<file path="src/rtl/vga_mem.sv">
// VGA timing generator with a frame-buffer read pipeline. Counters, address
// register, synchronous memory and output register give a 3-clock latency.
module vga_mem #(
    parameter int H_ACTIVE = 640,
    parameter int H_FP     = 16,
    parameter int H_SYNC   = 96,
    parameter int H_BP     = 48,
    parameter int V_ACTIVE = 480,
    parameter int V_FP     = 10,
    parameter int V_SYNC   = 2,
    parameter int V_BP     = 33
) (
    input  logic        clk,
    input  logic        rstn,
    input  logic [15:0] mem_data,
    output logic [18:0] mem_addr,
    output logic        hs,
    output logic        vs,
    output logic [11:0] rgb
);

    localparam int H_TOTAL = H_ACTIVE + H_FP + H_SYNC + H_BP;
    localparam int V_TOTAL = V_ACTIVE + V_FP + V_SYNC + V_BP;
    localparam int HW      = $clog2(H_TOTAL);
    localparam int VW      = $clog2(V_TOTAL);

    localparam logic [HW-1:0] H_ONE    = HW'(1);
    localparam logic [HW-1:0] H_LAST   = HW'(H_TOTAL - 1);
    localparam logic [HW-1:0] H_ACT    = HW'(H_ACTIVE);
    localparam logic [HW-1:0] HS_START = HW'(H_ACTIVE + H_FP);
    localparam logic [HW-1:0] HS_END   = HW'(H_ACTIVE + H_FP + H_SYNC - 1);
    localparam logic [VW-1:0] V_ONE    = VW'(1);
    localparam logic [VW-1:0] V_LAST   = VW'(V_TOTAL - 1);
    localparam logic [VW-1:0] V_ACT    = VW'(V_ACTIVE);
    localparam logic [VW-1:0] VS_START = VW'(V_ACTIVE + V_FP);
    localparam logic [VW-1:0] VS_END   = VW'(V_ACTIVE + V_FP + V_SYNC - 1);
    localparam logic [18:0]   A_ONE    = 19'd1;
    localparam logic [18:0]   ADDR_MAX = 19'(H_ACTIVE * V_ACTIVE - 1);

    function automatic logic [11:0] rgb565_to_444(input logic [15:0] w);
        return {w[15:12], w[10:7], w[4:1]};
    endfunction

    logic [HW-1:0] h_q, h_d;
    logic [VW-1:0] v_q, v_d;
    logic [18:0]   addr_cnt_q, addr_cnt_d;
    logic [18:0]   mem_addr_q, mem_addr_d;
    logic          hs1_q, hs1_d, vs1_q, vs1_d, act1_q, act1_d;
    logic          hs2_q, hs2_d, vs2_q, vs2_d, act2_q, act2_d;
    logic          hs_q, hs_d, vs_q, vs_d;
    logic [11:0]   rgb_q, rgb_d;
    logic          act_s, hsync_raw_s, vsync_raw_s;

    // Raster position decode for the pixel currently held in the counters.
    always_comb begin
        act_s       = (h_q < H_ACT) && (v_q < V_ACT);
        hsync_raw_s = !((h_q >= HS_START) && (h_q <= HS_END));
        vsync_raw_s = !((v_q >= VS_START) && (v_q <= VS_END));
    end

    // Next-state for counters, address and the delay pipeline.
    always_comb begin
        h_d = h_q;
        v_d = v_q;
        if (h_q == H_LAST) begin
            h_d = '0;
            if (v_q == V_LAST) begin
                v_d = '0;
            end else begin
                v_d = v_q + V_ONE;
            end
        end else begin
            h_d = h_q + H_ONE;
            v_d = v_q;
        end

        // addr_cnt tracks the address of the counters' pixel; wrapping on the
        // last active pixel keeps it bounded and restarts each frame at 0.
        addr_cnt_d = addr_cnt_q;
        mem_addr_d = mem_addr_q;
        if (act_s) begin
            mem_addr_d = addr_cnt_q;
            if (addr_cnt_q == ADDR_MAX) begin
                addr_cnt_d = 19'd0;
            end else begin
                addr_cnt_d = addr_cnt_q + A_ONE;
            end
        end else begin
            addr_cnt_d = addr_cnt_q;
            mem_addr_d = mem_addr_q;
        end

        hs1_d  = hsync_raw_s;
        vs1_d  = vsync_raw_s;
        act1_d = act_s;
        hs2_d  = hs1_q;
        vs2_d  = vs1_q;
        act2_d = act1_q;
        hs_d   = hs2_q;
        vs_d   = vs2_q;
        if (act2_q) begin
            rgb_d = rgb565_to_444(mem_data);
        end else begin
            rgb_d = 12'h000;
        end
    end

    // State registers with synchronous active-high reset.
    always_ff @(posedge clk) begin
        if (rstn) begin
            h_q        <= '0;
            v_q        <= '0;
            addr_cnt_q <= 19'd0;
            mem_addr_q <= 19'd0;
            hs1_q      <= 1'b1;
            vs1_q      <= 1'b1;
            act1_q     <= 1'b0;
            hs2_q      <= 1'b1;
            vs2_q      <= 1'b1;
            act2_q     <= 1'b0;
            hs_q       <= 1'b1;
            vs_q       <= 1'b1;
            rgb_q      <= 12'h000;
        end else begin
            h_q        <= h_d;
            v_q        <= v_d;
            addr_cnt_q <= addr_cnt_d;
            mem_addr_q <= mem_addr_d;
            hs1_q      <= hs1_d;
            vs1_q      <= vs1_d;
            act1_q     <= act1_d;
            hs2_q      <= hs2_d;
            vs2_q      <= vs2_d;
            act2_q     <= act2_d;
            hs_q       <= hs_d;
            vs_q       <= vs_d;
            rgb_q      <= rgb_d;
        end
    end

    assign mem_addr = mem_addr_q;
    assign hs       = hs_q;
    assign vs       = vs_q;
    assign rgb      = rgb_q;

endmodule

</file>
<file path="config.mk">
export PLATFORM = sky130hd
export DESIGN_NAME = vga_mem
export DESIGN_NICKNAME = d
export VERILOG_FILES = /design/src/rtl/vga_mem.sv
export SDC_FILE = /design/constraint.sdc
export NUM_CORES = 1
export LEC_CHECK = 0
export CORE_UTILIZATION = 57
export DETAILED_ROUTE_END_ITERATION = 7
export GPL_TIMING_DRIVEN = 0
export PLACE_DENSITY = 0.87
export SLEW_MARGIN = 10
export SYNTH_ARGS = -nofsm -noshare
export SYNTH_HDL_FRONTEND = slang
export SYNTH_SLANG_ARGS = --single-unit
</file>
<file path="constraint.sdc">
create_clock -name clk -period 5 [get_ports clk]
set_clock_uncertainty 0.1 [all_clocks]
set_input_delay 0.75 -clock clk [delete_from_list [all_inputs] [get_ports clk]]
set_output_delay 0.75 -clock clk [all_outputs]
set_load 0.005 [all_outputs]
</file>
### Word level (Yosys, flattened, before mapping)

Cells that the tools add are included.

* register bits after elaboration: 78
* logic and storage cells: 35
* output and inout port bits: 33

* reductions and logical operators: 7
* muxes and demuxes: 2
* equal/unequal tests: 3
* $lt $le $gt $ge: 6
* add/sub/neg operators: 3
* bitwise gates (word level): 1

Operator list (count)
* $add 10x1->10 const B: 2
* $eq 10x10->1 const B: 2
* $add 19x1->19 const B: 1
* $eq 19x19->1 const B: 1
* $mux 19: 1
* $ge 10x10->1 const B: 1
* $ge 10x9->1 const B: 1
* $le 10x10->1 const B: 1
* $le 10x9->1 const B: 1
* $lt 10x10->1 const B: 1
* $lt 10x9->1 const B: 1
* $mux 10: 1
* $reduce_or 2->1: 2
* $logic_and 1x1->1: 3
* $logic_not 1->1: 2
* $not 1->1: 1

### Logic depth before layout (Yosys ltp)

* depth after elaboration: 3
* mapped depth: 6

### Worst setup path after synthesis

Ideal clock, no wire load.

* kind: flip-flop to flip-flop
* from: register h_q[0]
* to: register v_q[8]
* path slack: 2.938 ns
* period minus slack after synthesis: 2.062 ns
* stages on the path, launching flop included: 7
* data required time: 4.833 ns
* library setup time: 0.067 ns
* arrival time: 1.895 ns
* cell sequence: dfxtp_1 > ha_1 > nand4_2 > or3_4 > buf_6 > or4_4 > a21oi_2

* longest elaborated chain between the ends: 1

Ends and longest elaborated chain
* start, declared: line 44 `logic [HW-1:0] h_q, h_d;`
* start signal, assigned: line 111 `h_q <= '0;`
* start signal, assigned: line 125 `h_q <= h_d;`
* $eq 10x10->1: line 65 `if (h_q == H_LAST) begin`
* end signal, assigned: line 126 `v_q <= v_d;`
* end, declared: line 45 `logic [VW-1:0] v_q, v_d;`

No other way between the ends.
A chain may end at the register's enable or synchronous reset.

### Final worst setup path

Ends and elaborated chain as after synthesis.

==> flow_results.org <==
** GRT
- Via count of the first global-routing pass :: 2673
- The first global-routing pass estimated between 10000 and 15000 um of wire.
- Maximum number of pins on one net before global-route repair :: 15
- Global routing used about a quarter of the available tracks across all layers.
- Number of antenna violations at the first check in global routing :: 0
- After global routing the overflow that remains totals 0.

** Cells and area
- Area of the multi-input gates :: 1520 sq um
- Fraction of layout instances using a drive strength above 1 :: roughly 7.6%
- From synthesis to final layout, the design area changed by 24.1%.
- After the last flow step, the layout net total stands at 441.
- Design Area, Final :: 3960 sq um
- Footprint of the flip-flops and latches :: 1560 sq um
- # diodes :: 0
- The filler cells instantiated in the layout total 388.

** Detailed routing
- Detailed-route vias per instance :: ~5.6
- Total wirelength of the detailed-routed design :: a little over 7000 um
- Detailed Route Iter0 Violations :: between 150 and 200
- TritonRoute pass-1 iters :: 5
- The routed layout has 2780 vias.
- The detail route stage leaves a number of antenna-violating nets equal to 0.
- Dividing the detail-routed wire length by the instance count gives around 15 um.
- Number of DRC violations after detailed routing :: 0

** Setup path
- Arrival time of the worst setup path :: ~2400 ps
- Critical Path Sink Type :: flip-flop
- The critical path is of the flip-flop to flip-flop type.
- Cell with the biggest individual delay on the critical path :: or4_4
- In this design, the stage delay of the slowest critical-path cell is 510 ps.
- Walking the worst path, the cells encountered are ha_1 > nand4_2 > or3_4 > buf_6 > or4_4 > a21oi_2.
- Worst-path fanout max :: 10
- Cell class contributing the biggest share of worst-path delay :: simple AND/OR/NAND/NOR gates
- Buf+Inv Stages, Crit Path :: 1
- Critical path data required time :: 5190 ps
- STA classifies the critical path startpoint as a flip-flop.

** Logic synthesis
- Summed over all instances, the cell type with the most area after synthesis is dfxtp_1.
- The most used flip-flop cell after synthesis is dfxtp_1.
- Net count after synthesis :: around 380
- Synthesis handed over a netlist of between 300 and 400 instances.
- Post-synth EDFFs :: 0
- Area share of the largest cell type after synthesis :: 49.0%
- Share of the yosys chip area belonging to registers :: 49.0%
- Ys async rst share :: 0%
- Post-synthesis instance area :: between 3000 and 4000 sq um
- Number of distinct library cell variants in the gate-level netlist after synthesis :: 47
- A synthesized cell averages 8.83 sq um.
- Synth area leaders :: dfxtp_1 (49%), nand2_1 (6.9%), a21oi_1 (5.3%)
- The Yosys step of the flow raised 0 warnings.
- In this run, synthesis produced a sequential element count of 78.

** Die
- Die width :: about 77 um
- I/O pin count :: between 50 and 60
- After floorplanning, the core was divided into 26 placement rows.
- Die outline height :: 76.8 um
- The floorplan step defined a die boundary enclosing 5900 sq um.
- After floorplanning, the core was sized to cover roughly 5200 sq um.
- Once the floorplan was initialized, standard cells occupied 60.9% of the core.

** Clock tree
- TritonCTS built the clock tree.
- Clk buf depth :: 2
- Post-CTS setup repair buffer count :: 0
- TritonCTS created 9 clock buffers.
- The number of hold buffers added after CTS was 0.
- Counting every sink on the clock net gives 78.
- Clock root buffer master :: clkbuf_8
- Clock latency of the later-clocked register in the worst-skew pair :: ~350 ps
- Post_cts resized :: 0
- Clock H-tree levels :: 3
- Post-CTS clock slew at the launch and capture registers of the worst setup and hold paths :: 80 ps

** STA
- The number of hold violations in the final report came to 0.
- Final critical-path required period :: 2240 ps
- Slew Limit Fails :: 0
- Summed over all failing endpoints, the final setup total negative slack is 0 ps.
- Based on the critical path, the design can be clocked at up to about 450 MHz.
- Relative slew margins :: 66.6%
- Unrepaired setup endpoints after global routing :: no
- For the pin with the worst max-slew slack, the measured transition is 500 ps.
- Total setup violations reported at the end of the flow :: 0
- Fin crit share :: 44.9%

** Placed design
- During placement, the flow inserted port buffers numbering 46.
- The placed instances occupy a cell area of between 3000 and 4000 sq um.
- At the end of routability-driven placement, the weighted congestion stood at 0.914.
- The HPWL after detailed placement is 4880 um.

** Flow run
- Max cap viols :: 0

** Power and ir drop
- Leakage power summed over all cells :: about 1.3 nW
- Worst vdd rail ir drop :: ~0.2 mV
- Power Dens Cells :: 304 nW/um^2

** Run status
- Status :: completed

** Worst hold path
- Type of the worst min-delay path :: flip-flop to flip-flop
==> layout by cell type (no fill, tap or decap), drive strengths merged, types with 3 or more instances in the layout <==
cell type and n:
a21oi 35, and2 13, and3 4, and4 5, clkbuf 25, clkdlybuf4s50 46, dfxtp 78, ha 5
inv 8, nand2 59, nand3 10, nand4 13, nor2 22, nor2b 3, nor3 4, nor4 5
o211ai 3, o21ai 9, o31ai 8, or2 6, or3 10, or4 10, xnor2 7, xor2 9
==> state kept, by name, indices dropped and copies added (netlist names) <==
name        flops
addr_cnt_q     19
h_q            10
hs              1
rgb            12
mem_addr       19
hs2_q           1
vs2_q           1
act2_q          1
hs1_q           1
v_q            10
vs              1
vs1_q           1
act1_q          1
==> power by group <==
| part | leakage (nW) | switching (mW) | internal [mW] |
|---|---|---|---|
| Sequential | 0.632 | 0.00694 | 0.629 |
| Clock | 0.106 | 0.240 | 0.282 |
| Combinational | 0.599 | 0.0201 | 0.0246 |
==> final timing paths <==
path	startpoint	end	slack, ps	depth (start not counted)
min reg2reg	vs1_q	vs2_q	310	1
max	h_q[0]	v_q[8]	2760	6
min	vs1_q	vs2_q	310	1
max reg2reg	h_q[0]	v_q[8]	2760	6
==> cell families after synthesis <==
kind of cell,count (synthesis),share of synthesized area [%]
buffers and inverters,25,3.30
and+or+nand+nor,171,28.8
adders and majority gates,5,1.96
AOI/OAI and AO/OA,66,12.5
DFF,78,49.0
xor gates and xnor gates,16,4.40
==> layer usage <==
layer  track usage [%]  share of wire, %
met1              31.3                44
met2              43.3                49
met3              5.83               5.3
met4              14.8               2.1
met5                 0                 0
==> per-stage QoR <==
| stage | cells | utilization, % | hold WS (ps) | power, mW | worst slack (ps) |
|---|---|---|---|---|---|
| floorplan | 361 | - | 289 | 0.670 | 2940 |
| global placement | 477 | 71.3 | 292 | 0.693 | 2490 |
| finish | 493 | 75.6 | 314 | 1.20 | 2760 |
| CTS | 493 | 75.6 | 317 | 1.21 | 2740 |
| global route | 493 | 75.6 | 338 | 1.24 | 2610 |
| detailed placement | 477 | 71.3 | 297 | 0.695 | 2500 |
==> area by class of cell <==
cell class	count	share of cell area, %
repair buffers	46	11.6
multi-input cells	258	38.4
clock buffers	9	3.13
well taps	70	2.21
flip-flops and latches	78	39.5
clock inverters	7	2.47
inverters	7	0.664
plain buffers	18	1.99
==> cells in the mapped netlist (all sizes together), types with 7 or more instances <==
cell type and n:
a21oi 35, and2 13, clkbuf 16, dfxtp 78
inv 7, nand2 59, nand3 10, nand4 13
nor2 22, o21ai 9, o31ai 8, or3 10
or4 10, xnor2 7, xor2 9
Note: power is estimated with default switching activity, not from simulation.
